### config.mk
export PLATFORM = sky130hd
export DESIGN_NAME = cd_arbiter
export DESIGN_NICKNAME = d
export VERILOG_FILES = /design/src/rtl/cd_arbiter_pkg.sv /design/src/rtl/cd_rr_pick.sv /design/src/rtl/cd_arbiter.sv
export SDC_FILE = /design/constraint.sdc
export NUM_CORES = 1
export LEC_CHECK = 0
export CORE_AREA = 10 10 47 49
export CTS_CLUSTER_SIZE = 24
export DETAILED_ROUTE_END_ITERATION = 16
export DIE_AREA = 0 0 57 59
export SETUP_SLACK_MARGIN = 0.4
export SYNTH_ARGS = -nofsm -noshare
export SYNTH_HDL_FRONTEND = slang
export SYNTH_SLANG_ARGS = --single-unit
### constraint.sdc
create_clock -name clk -period 1.3 [get_ports clk]
set_input_delay 0.325 -clock clk [delete_from_list [all_inputs] [get_ports clk]]
set_output_delay 0.325 -clock clk [all_outputs]
set_load 0.05 [all_outputs]
### src/rtl/cd_arbiter_pkg.sv
// Shared types for the counter/detector arbiter: FSM state encoding,
// requester id and default timeout.
package cd_arbiter_pkg;

  typedef enum logic [2:0] {
    S_IDLE       = 3'd0,
    S_START      = 3'd1,
    S_WAIT_BUSY  = 3'd2,
    S_WAIT_READY = 3'd3,
    S_DONE       = 3'd4
  } state_t;

  typedef logic req_id_t;

  localparam int TIMEOUT_DEF = 255;

endpackage

### src/rtl/cd_rr_pick.sv
// Two-way round-robin pick: a lone request wins outright, a tie goes to the
// requester that did not own the last run.
module cd_rr_pick
  import cd_arbiter_pkg::*;
(
  input  logic    req0,
  input  logic    req1,
  input  req_id_t last,
  output logic    valid,
  output req_id_t winner
);

  assign valid  = req0 | req1;
  assign winner = (req0 & req1) ? ~last : req1;

endmodule

### src/rtl/cd_arbiter.sv
// Round-robin arbiter/sequencer sharing one counter-and-detector unit between
// two requesters. Optional run timeout with abort: CD_ARBITER_TIMEOUT_EN.
module cd_arbiter
  import cd_arbiter_pkg::*;
#(
  parameter int TIMEOUT = TIMEOUT_DEF,
  parameter int TO_W    = 8
) (
  input  logic clk,
  input  logic rst,
  input  logic req0,
  input  logic req1,
  input  logic unit_ready,
  output logic unit_start,
  output logic unit_abort,
  output logic sel,
  output logic gnt0,
  output logic gnt1,
  output logic done0,
  output logic done1,
  output logic err,
  output logic busy
);

  state_t  state, state_nx;
  req_id_t owner, last, win;
  logic    valid, to_hit, waiting;

  cd_rr_pick u_pick (
    .req0   (req0),
    .req1   (req1),
    .last   (last),
    .valid  (valid),
    .winner (win)
  );

  assign waiting = (state == S_WAIT_BUSY) || (state == S_WAIT_READY);

`ifdef CD_ARBITER_TIMEOUT_EN
  logic [TO_W-1:0] to_cnt;
  logic            to_flag;

  assign to_hit = (to_cnt == TO_W'(TIMEOUT));

  // to_flag marks a DONE reached by expiry; DONE lasts one cycle so it self-clears
  always_ff @(posedge clk) begin
    if (rst) begin
      to_cnt  <= '0;
      to_flag <= 1'b0;
    end else begin
      if (state_nx == S_START) to_cnt <= '0;
      else if (waiting)        to_cnt <= to_cnt + 1'b1;
      to_flag <= waiting && to_hit;
    end
  end

  assign err        = (state == S_DONE) && to_flag;
  assign unit_abort = err;
`else
  assign to_hit     = 1'b0;
  assign err        = 1'b0;
  assign unit_abort = 1'b0;
`endif

  always_comb begin
    state_nx = state;
    case (state)
      S_IDLE:       if (valid && unit_ready) state_nx = S_START;
      S_START:      state_nx = S_WAIT_BUSY;
      S_WAIT_BUSY:  if (to_hit) state_nx = S_DONE;
                    else if (!unit_ready) state_nx = S_WAIT_READY;
      S_WAIT_READY: if (to_hit || unit_ready) state_nx = S_DONE;
      S_DONE:       state_nx = S_IDLE;
      default:      state_nx = S_IDLE;
    endcase
  end

  always_ff @(posedge clk) begin
    if (rst) begin
      state <= S_IDLE;
      owner <= 1'b0;
      last  <= 1'b1;
      sel   <= 1'b0;
    end else begin
      state <= state_nx;
      // requests are only sampled here; sel then holds through the following IDLE
      if (state == S_IDLE && state_nx == S_START) begin
        owner <= win;
        sel   <= win;
      end
      if (state == S_DONE) last <= owner;
    end
  end

  assign busy       = (state != S_IDLE);
  assign unit_start = (state == S_START);
  assign gnt0       = busy && (owner == 1'b0);
  assign gnt1       = busy && (owner == 1'b1);
  assign done0      = (state == S_DONE) && (owner == 1'b0);
  assign done1      = (state == S_DONE) && (owner == 1'b1);

endmodule

* Word-level counts from Yosys, hierarchy flattened
Index checks and enable logic that the tools add are counted.
Widths: inputs -> output; s select.
** Storage, ports and cells
- Register bits :: 5
- Bits of input ports :: 5
- Output and inout bits :: 9
- Logic and storage cells :: 25
** Operators by class
- Equal/unequal tests :: 5
- Multiplexer cells :: 5
- Bitwise operators :: 4
- Reductions and logical operators :: 8
** Operators with widths (count)
- $pmux 3 s4 :: 1
- $mux 3 :: 3
- $eq 3x1->1 const B :: 2
- $eq 3x2->1 const B :: 2
- $logic_and 1x1->1 :: 6
- $eq 3x3->1 const B :: 1
- $logic_not 3->1 :: 1
- $reduce_bool 3->1 :: 1
- $not 1->1 :: 2
- $and 1x1->1 :: 1
- $mux 1 :: 1
- $or 1x1->1 :: 1

* Depth between registers and ports, before layout
Gate-level depths: netlist of the first run.
- Depth in word-level cells :: 6
- Gate-level depth with buffers :: 4

* By module
Synthesis of the first run repeated with hierarchy kept, for this count alone.
** Second synthesis, totals
- Cell total of the unflattened synthesis :: 29
- Area, all modules :: 270.3 um^2
** By module, submodules not included
- cd_arbiter :: times used 1, cells each 27, area an instance 256.5 um^2, sequential area each 100.1 um^2
- cd_rr_pick :: times used 1, cells each 2, area an instance 13.8 um^2, sequential area each 0.0 um^2

* Least setup slack after synthesis of the first run
OpenSTA, ideal clock, no wires.
- Kind :: reg-to-output
- Start :: register owner
- End :: output done1
- Arrival :: 1.230 ns
- Path slack :: -0.255 ns
- Cell stages (with the launch flop) :: 2
- Path buffers :: 0
- Cell sequence :: dfxtp_1 and3_1
** On the way
- Word-level cells in the longest chain between the ends :: 1
** Ends and longest elaborated chain
- from (decl) :: RTL line cd_arbiter.sv:26 : req_id_t owner, last, win;
- from (signal assigned) :: RTL line cd_arbiter.sv:88 : owner <= win;
- $logic_and 1x1->1 :: RTL line cd_arbiter.sv:100 : assign done1 = (state == S_DONE) && (owner == 1'b1);
- to (decl) :: RTL line cd_arbiter.sv:20 : output logic done1,
No other way between the ends.

* Worst setup path in the final report of the first run
- Start :: register state[2]
- End :: output gnt0
** On the way
- Word-level cells in the longest chain between the ends :: 2
** Ends and longest elaborated chain
- from (decl) :: RTL line cd_arbiter.sv:25 : state_t state, state_nx;
- from (signal assigned) :: RTL line cd_arbiter.sv:85 : state <= state_nx;
- $reduce_bool 3->1 :: RTL line cd_arbiter.sv:95 : assign busy = (state != S_IDLE);
- $logic_and 1x1->1 :: RTL line cd_arbiter.sv:97 : assign gnt0 = busy && (owner == 1'b0);
- to (decl) :: RTL line cd_arbiter.sv:17 : output logic gnt0,
No other way between the ends.

==> results of run 1 <==
## cells in the final DEF, fill, tap and decap left out
cell                              instances
sky130_fd_sc_hd__dlymetal6s2s_1           1
sky130_fd_sc_hd__nor2_4                   1
sky130_fd_sc_hd__nor2_2                   3
sky130_fd_sc_hd__clkbuf_4                 3
sky130_fd_sc_hd__nand2_1                  3
sky130_fd_sc_hd__and2_4                   1
sky130_fd_sc_hd__inv_4                    1
sky130_fd_sc_hd__o21ai_0                  1
sky130_fd_sc_hd__nand2_2                  1
sky130_fd_sc_hd__conb_1                   2
sky130_fd_sc_hd__nor3_4                   1
sky130_fd_sc_hd__and3_4                   2
sky130_fd_sc_hd__dfxtp_1                  1
sky130_fd_sc_hd__or2_1                    1
sky130_fd_sc_hd__a21oi_1                  1
sky130_fd_sc_hd__buf_6                    3
sky130_fd_sc_hd__a211o_1                  1
sky130_fd_sc_hd__dfxtp_2                  1
sky130_fd_sc_hd__dlygate4sd2_1            1
sky130_fd_sc_hd__a21oi_2                  1
sky130_fd_sc_hd__nand4_1                  1
sky130_fd_sc_hd__buf_12                   6
sky130_fd_sc_hd__o21ai_1                  1
sky130_fd_sc_hd__buf_4                    4
sky130_fd_sc_hd__nand2b_1                 1
sky130_fd_sc_hd__nor4_2                   1
sky130_fd_sc_hd__buf_8                    1
sky130_fd_sc_hd__dfxtp_4                  3
sky130_fd_sc_hd__clkbuf_1                 1
sky130_fd_sc_hd__nor2_1                   1
sky130_fd_sc_hd__nor3_1                   1
sky130_fd_sc_hd__clkdlybuf4s50_1          2
## per-layer routing
metal | track usage, % | part of all wire (%)
met2 | 7.44 | 50
met1 | 4.85 | 37
met4 | 6.04 | 2.3
met5 | 0 | 0
met3 | 3.65 | 10
## how the worst max path moves through the flow
stage                         from             endpoint  slack [ns]  cells after the start
2_1_floorplan  state[2]$_SDFF_PP0_           unit_start        0.03                      2
3_3_place_gp            unit_ready  state[0]$_SDFF_PP0_       -0.02                      4
3_5_place_dp            unit_ready  state[0]$_SDFF_PP0_       -0.04                      4
4_1_cts        state[1]$_SDFF_PP0_                 gnt0       -0.22                      4
5_1_grt        state[2]$_SDFF_PP0_                 gnt0       -0.27                      4
6_report       state[2]$_SDFF_PP0_                 gnt0       -0.21                      4
## critical path, stage by stage, from the launching register on
cell and delay (ns):
sky130_fd_sc_hd__dfxtp_4 0.35, sky130_fd_sc_hd__nor3_4 0.24, sky130_fd_sc_hd__buf_4 0.16, sky130_fd_sc_hd__nor2_2 0.04, sky130_fd_sc_hd__buf_12 0.14
## registers in the layout (all words and copies together), names as in the netlist
signal,flops
last,1
owner,1
state,3
## power by group through the flow
| stage | combinational [uW] | clock [uW] | sequential, uW |
|---|---|---|---|
| floorplan | 105 | 0 | 183 |
| detailed placement | 215 | 0 | 178 |
| finish | 236 | 186 | 172 |
| CTS | 229 | 191 | 174 |
| global placement | 214 | 0 | 178 |
| global route | 250 | 202 | 174 |
## logic make-up after synthesis
family	count (synthesis)	synth area share [%]
compound gates	5	13.1
buf+inv	3	7.57
flops	5	40.4
other cells	1	1.51
simple gates	18	37.4
## metrics by stage
| step | total power, uW | hold WS [ns] |
|---|---|---|
| final | 594 | 0.371 |
| after global routing | 626 | 0.379 |
| after CTS | 593 | 0.479 |
| after detailed placement | 394 | 0.469 |
| after global placement | 392 | 0.463 |
| after floorplan | 288 | 0.380 |
## cell type report
cell class	instances	area share, %
clock buffer	4	4.53
inverter	1	1.08
sequential	5	19.4
multi-input combinational	25	30.2
tap	16	3.45
timing repair buffer	18	41.4
## timing repair
item	CTS	global route
pin swaps	2	3
resized for setup	5	10
setup endpoints to repair	12	11
setup buffers	2	1
gates cloned	0	0
==> impl.org, run 1 <==
** Global routing
- After global routing the overflow that remains totals 0.
- Antenna violations before repair :: 0
- Wire length of the first global-routing pass :: 1350 um
- Total routing usage reported by global routing :: 5.35%
- Maximum number of pins on one net before global-route repair :: 7
- The via count of the first global-routing pass came to 301.

** Yosys
- Leading post-synthesis cells by cell area :: sky130_fd_sc_hd__dfxtp_1, sky130_fd_sc_hd__nor2_1, sky130_fd_sc_hd__buf_4
- Counting instances in the post-synthesis netlist gives the leading cell types as sky130_fd_sc_hd__dfxtp_1, sky130_fd_sc_hd__nor2_1, sky130_fd_sc_hd__nand2_1.
- Library cell occupying the most area in the post-synthesis netlist :: sky130_fd_sc_hd__dfxtp_1
- Netlist area before placement :: 248 um^2
- Number of storage elements in the synthesis netlist :: 5
- Most common flop cell mapped by yosys :: sky130_fd_sc_hd__dfxtp_1
- During synthesis, Yosys emitted a total of 0 warnings.
- Synthesis instantiated 18 different standard cells from the library.
- Avg Cell Area, Syn :: 7.74 um^2
- Summing the sequential cell areas from Yosys gives 40.4% of the chip area.
- Yosys mapped a number of flops with a built-in enable equal to 0.
- Gate count of the mapped netlist :: 32
- Area fraction of the dominant cell type after synthesis :: 40.4%
- For this run, asynchronously set or reset flops after synthesis account for 0%.

** Layout
- Number of cells in the finished layout apart from fillers :: 69
- In the final layout, the multi-input gates occupy 175 um^2.
- At the end of the flow, the number of nets in the layout was 59.
- Of the cells placed in the final design, the portion with a size suffix greater than 1 is 62.3%.
- Post-route core utilization :: 41.4%
- Area growth from synthesis to layout :: 134%
- The number of antenna diodes in the final layout is 0.
- Number of fillers in the final layout :: 145
- Post-route standard cell area excluding fillers :: 581 um^2
- Sequential cell area :: 113 um^2

** Worst hold path
- For hold timing, the worst endpoint is state[0]$_SDFF_PP0_.
- Worst min-delay path category :: input pin to flip-flop
- Cell count of the worst hold path :: 2
- In this run the most critical hold path is launched from rst.

** Placed design
- Half-perimeter wire length after detailed placement :: 627 um
- Worst slack at placement :: -0.0417 ns
- Number of cells in the design after placement :: 62
- After detailed placement, the total cell area comes to 487 um^2.
- The count of buffers added on input and output ports is 11.
- Final weighted congestion in routability-driven placement :: 0.734

** Worst setup path
- The worst register-to-register path has a setup slack of 0.06 ns.
- STA puts the critical path data arrival time at 1.18 ns.
- The worst setup path is captured at an output port.
- The worst register-to-register path has a depth of 6.
- The worst register-to-register path begins at state[2]$_SDFF_PP0_.
- CP max FO :: 3
- The worst setup path is launched from a flip-flop.
- Data on the critical path is required at its endpoint by 0.98 ns.
- The critical path is of the flip-flop to output port type.
- The worst register-to-register path ends at state[0]$_SDFF_PP0_.

** Timing
- RSZ-0062 raised after global routing :: yes
- Final hold violation count :: 0
- Setup Viol. Count Final :: 6
- Shortest clock period the worst path allows after layout :: 1.51 ns
- Setup skew after layout :: 0.00603 ns
- Share of the clock period used by the worst path after layout :: 116%
- Worst setup margin :: -0.206 ns
- For this run, the top clock speed supported by timing is 0.664 GHz.
- Adding up every negative setup slack in the final design gives -0.973 ns.
- Pins over their slew limit :: 0

** CTS
- For the worst-skew pair, the clock arrives at the later sink with an insertion delay of 0.25 ns.
- In this run, post-CTS hold repair placed 0 buffers.
- Clock tree from TritonCTS :: built
- Clock-pin slew was measured on the worst setup and hold paths at 0.05 ns.
- The clock net in this run drives a total of 5 sinks.
- Number of clock buffers inserted by TritonCTS :: 3
- Buffers from clock root to sink, at most :: 2
- In this run the number of H-tree levels came out at 1.
- The tree is rooted in a sky130_fd_sc_hd__clkbuf_4.

** Floorplan
- Boundary pin count :: 14
- The die covers 0.00336 mm^2.
- Die width :: 57 um
- The initial utilization of the core area, before any placement, comes to 17.7%.
- The die is 59 um tall.
- The initialized floorplan defines 14 standard-cell rows.
- Core footprint :: 0.00140 mm^2

** Status
- Run status :: complete, but fails checks
- Violated checks :: setup timing

** Drt
- In this run, the number of DRC markers left after iteration 0 of detailed routing was 1.
- Final antenna-violating net count :: 0
- Pre-antenna DRT Iters :: 2
- Final wirelength :: 780 um
- Average detailed-routed wire length per instance :: 11.3 um
- Detailed-route DRC error count :: 0
- Total number of vias :: 292
- Via density per instance :: 4.23

** Power and ir drop
- Portion of total power attributed to the clock network :: 31.4%
- Internal cell power :: 390 uW
- Switching share of power :: 34.4%
- Switch Pwr :: 204 uW
- Sequential group share of total power :: 28.9%
- Across the VDD grid, the largest voltage drop is 395 uV.
- The analysis attributes to cell leakage a power of 0.000243 uW.
- Combinational cells account for 39.7% of the total power.
- Dividing total power by cell area gives a power density of 1020 mW/mm^2.

** Run
- Max-capacitance violation count :: 0
(Power assumes the default switching activity.)
==> run 2, diff against run 1 <==
--- a/config.mk
+++ b/config.mk
@@ -5,10 +5,10 @@
 export SDC_FILE = /design/constraint.sdc
 export NUM_CORES = 1
 export LEC_CHECK = 0
-export CORE_AREA = 10 10 47 49
+export CORE_AREA = 2 2 39 41
 export CTS_CLUSTER_SIZE = 24
 export DETAILED_ROUTE_END_ITERATION = 16
-export DIE_AREA = 0 0 57 59
+export DIE_AREA = 0 0 41 43
 export SETUP_SLACK_MARGIN = 0.4
 export SYNTH_ARGS = -nofsm -noshare
 export SYNTH_HDL_FRONTEND = slang
==> run 2 against run 1 <==
Net effect:
- the run still ends with setup timing left
- hold slack better by 0.10 ns
- sequential power about the same
- global-route usage up 6.2 points
- worst setup slack worse by 0.014 ns
- clock power down 3%
- critical endpoint unchanged
- power up 0.93%
- non-clock buffer count up 2
- cell area up 2.2%
==> impl.org, run 2 (synthesis gave the netlist of run 1 again) <==
** Status
- Run status :: complete, but fails checks
- Violated checks :: setup timing

** Power and ir drop
- Peak VDD IR :: 507 uV
- Dividing total power by cell area gives a power density of 1010 mW/mm^2.
- P_leak :: 0.000247 uW
- The completed layout was analyzed and its total power is 600 uW.

** Floorplan
- Core footprint :: 0.00138 mm^2
- Initial Util :: 17.9%
- Die Outline Area :: 0.00176 mm^2
- Row generation in the floorplan step produced 14 rows.
- Y dimension of the die :: 43 um
- From left edge to right edge, the die measures 41 um.
- In this run the count of I/O pins placed on the die edge is 14.

** Timing
- On the final layout, the worst hold slack is 0.473 ns.
- The routed design could run at a clock period as short as 1.52 ns.
- Share of the clock period used by the worst path after layout :: 117%
- RSZ-0062 raised after global routing :: yes
- Pins over their slew limit :: 0
- Setup violations remaining at the end of the flow were counted as 6.
- Timing would allow up to 0.658 GHz.
- Setup skew after layout :: 0.000291 ns
- Total negative slack for setup checks :: -1.01 ns
- The final hold violation count was 0.
- Worst setup margin :: -0.219 ns

** Drt
- Before antenna repair, the detailed router went through 2 iterations.
- Final antenna-violating net count :: 0
- Total number of vias :: 305
- Detailed-route DRC error count :: 0
- 1st-iter DRT viols :: 6
- Average detailed-routed wire length per instance :: 10.3 um
- Wires add up to 728 um.
- In the routed layout, each cell is associated on average with a via count of 4.30.

** Layout
- For this run, the post-layout net count is 61.
- After filler insertion, the fill cell instance count of the layout stands at 144.
- The library cell used most frequently in the layout, excluding fill and tap cells, is sky130_fd_sc_hd__buf_12.
- Sequential cell area :: 113 um^2
- Highest-count cells in the layout ignoring fill and taps :: sky130_fd_sc_hd__buf_12, sky130_fd_sc_hd__buf_6, sky130_fd_sc_hd__buf_4, sky130_fd_sc_hd__nand2_1
- Counting flops per register, the top entry is state.
- In the final layout, the multi-input gates occupy 175 um^2.
- The repair_antennas step left the layout with diodes totalling 0.
- Proportion of layout cells with a drive suffix above 1 :: 60.0%
- Excluding fillers, the count of instances in the completed layout stands at 71.
- In the final layout, the registers with the most flip-flops are state x3, last x1, owner x1.
- The register with the most flip-flops in the layout has 3 of them.
- Post-route standard cell area excluding fillers :: 593 um^2
- Area growth from synthesis to layout :: 139%

** Global routing
- The via count of the first global-routing pass came to 295.
- The number of antenna violations at the first check in global routing is 0.
- The first global-routing pass estimated 1290 um of wire.
- Entering global routing, the biggest net connects 7 pins.
- Global routing used 11.6% of the available tracks.
- Remaining global-route overflow :: 0

** Placed design
- Half-perimeter wire length after detailed placement :: 519 um
- Number of cells in the design after placement :: 61
- After detailed placement, the total cell area comes to 479 um^2.
- Final weighted congestion in routability-driven placement :: 0.720
- Port buffering added 11 buffers.

** CTS
- Hold Buf Count CTS :: 0
- CTS clock-pin slew for the worst setup and hold paths :: 0.04 ns
- Clock tree from TritonCTS :: built
- Counting every sink on the clock net gives 5.
- Counting the buffers created by CTS gives 3.
- H-tree level count :: 1
- For the worst-skew pair, the clock arrives at the later sink with an insertion delay of 0.24 ns.
- Buffers from clock root to sink, at most :: 2
- In this run the clock root is driven by a sky130_fd_sc_hd__clkbuf_4.

** Run
- Max-capacitance violation count :: 0

** Worst setup path
- STA puts the critical path data required time at 0.98 ns.
- The kind of cell with the highest combined delay along the critical path is flip-flops.
- Data arrival at the endpoint of the critical path :: 1.19 ns
- Element type at the critical path start :: flip-flop
- The slowest stage of the critical path belongs to the cell sky130_fd_sc_hd__dfxtp_4.
- By startpoint and endpoint, the worst setup path is classified as flip-flop to output port.
- Sequence of cells on the critical path :: nor3_4, buf_4, nor2_2, buf_12
- On the worst path, the slowest cell contributes a delay of 0.35 ns.
- Buf/Inv on CP :: 2
- The worst setup path is captured at an output port.
- Of all nets on the critical path, the largest fanout is 4.

** Worst hold path
- The tightest min-delay check is of the flip-flop to flip-flop type.
==> run 2: layer usage <==
| metal | GRT usage [%] | vias up | routed length, um |
|---|---|---|---|
| met5 | 0 | - | 0 |
| met4 | 8.00 | 0 | 6 |
| met3 | 4.71 | 2 | 35 |
| met2 | 17.8 | 11 | 418 |
| met1 | 12.0 | 142 | 268 |
| li1 | - | 150 | - |
==> run 2: area by class of cell <==
class	count	share of cell area, %
tap	16	3.38
multi-input combinational	25	29.5
timing repair buffer	20	42.6
sequential	5	19.0
clock buffer	4	4.43
inverter	1	1.05
==> run 2: worst reg2reg max path, cell delays in order, from the launching register on <==
cell and delay, ns:
sky130_fd_sc_hd__dfxtp_4 0.35, sky130_fd_sc_hd__nor3_4 0.25, sky130_fd_sc_hd__inv_4 0.05, sky130_fd_sc_hd__buf_6 0.12
sky130_fd_sc_hd__buf_6 0.10, sky130_fd_sc_hd__or2_1 0.21, sky130_fd_sc_hd__a21oi_2 0.11
==> run 2: path summary, 6_finish.rpt <==
kind,startpoint,cells after the start,endpoint,slack (ns)
max reg2reg,state[1]$_SDFF_PP0_,6,state[0]$_SDFF_PP0_,0.04
min reg2reg,last$_SDFFE_PP1N_,1,last$_SDFFE_PP1N_,0.47
max,state[1]$_SDFF_PP0_,4,gnt0,-0.22
min,last$_SDFFE_PP1N_,1,last$_SDFFE_PP1N_,0.47
==> run 2: stage by stage <==
step / utilization, % / worst slack, ns
4_1_cts: 42.0 / -0.229
5_1_grt: 42.9 / -0.288
2_1_floorplan: - / 0.0338
3_5_place_dp: 34.6 / -0.0488
6_report: 42.9 / -0.219
3_3_place_gp: 34.6 / -0.0472
==> run 2: what timing repair did <==
action | CTS | global route
endpoints found under the setup margin | 12 | 11
buffers inserted | 5 | 1
pin swaps | 3 | 2
gates resized for setup | 14 | 1
==> run 2: report_power, final <==
part	total, uW	switching [uW]	internal, uW	leakage (uW)
Sequential	173	13.3	159	0.0000434
Clock	181	64.5	116	0.0000150
Combinational	247	124	123	0.000188
Total	600	202	398	0.000247
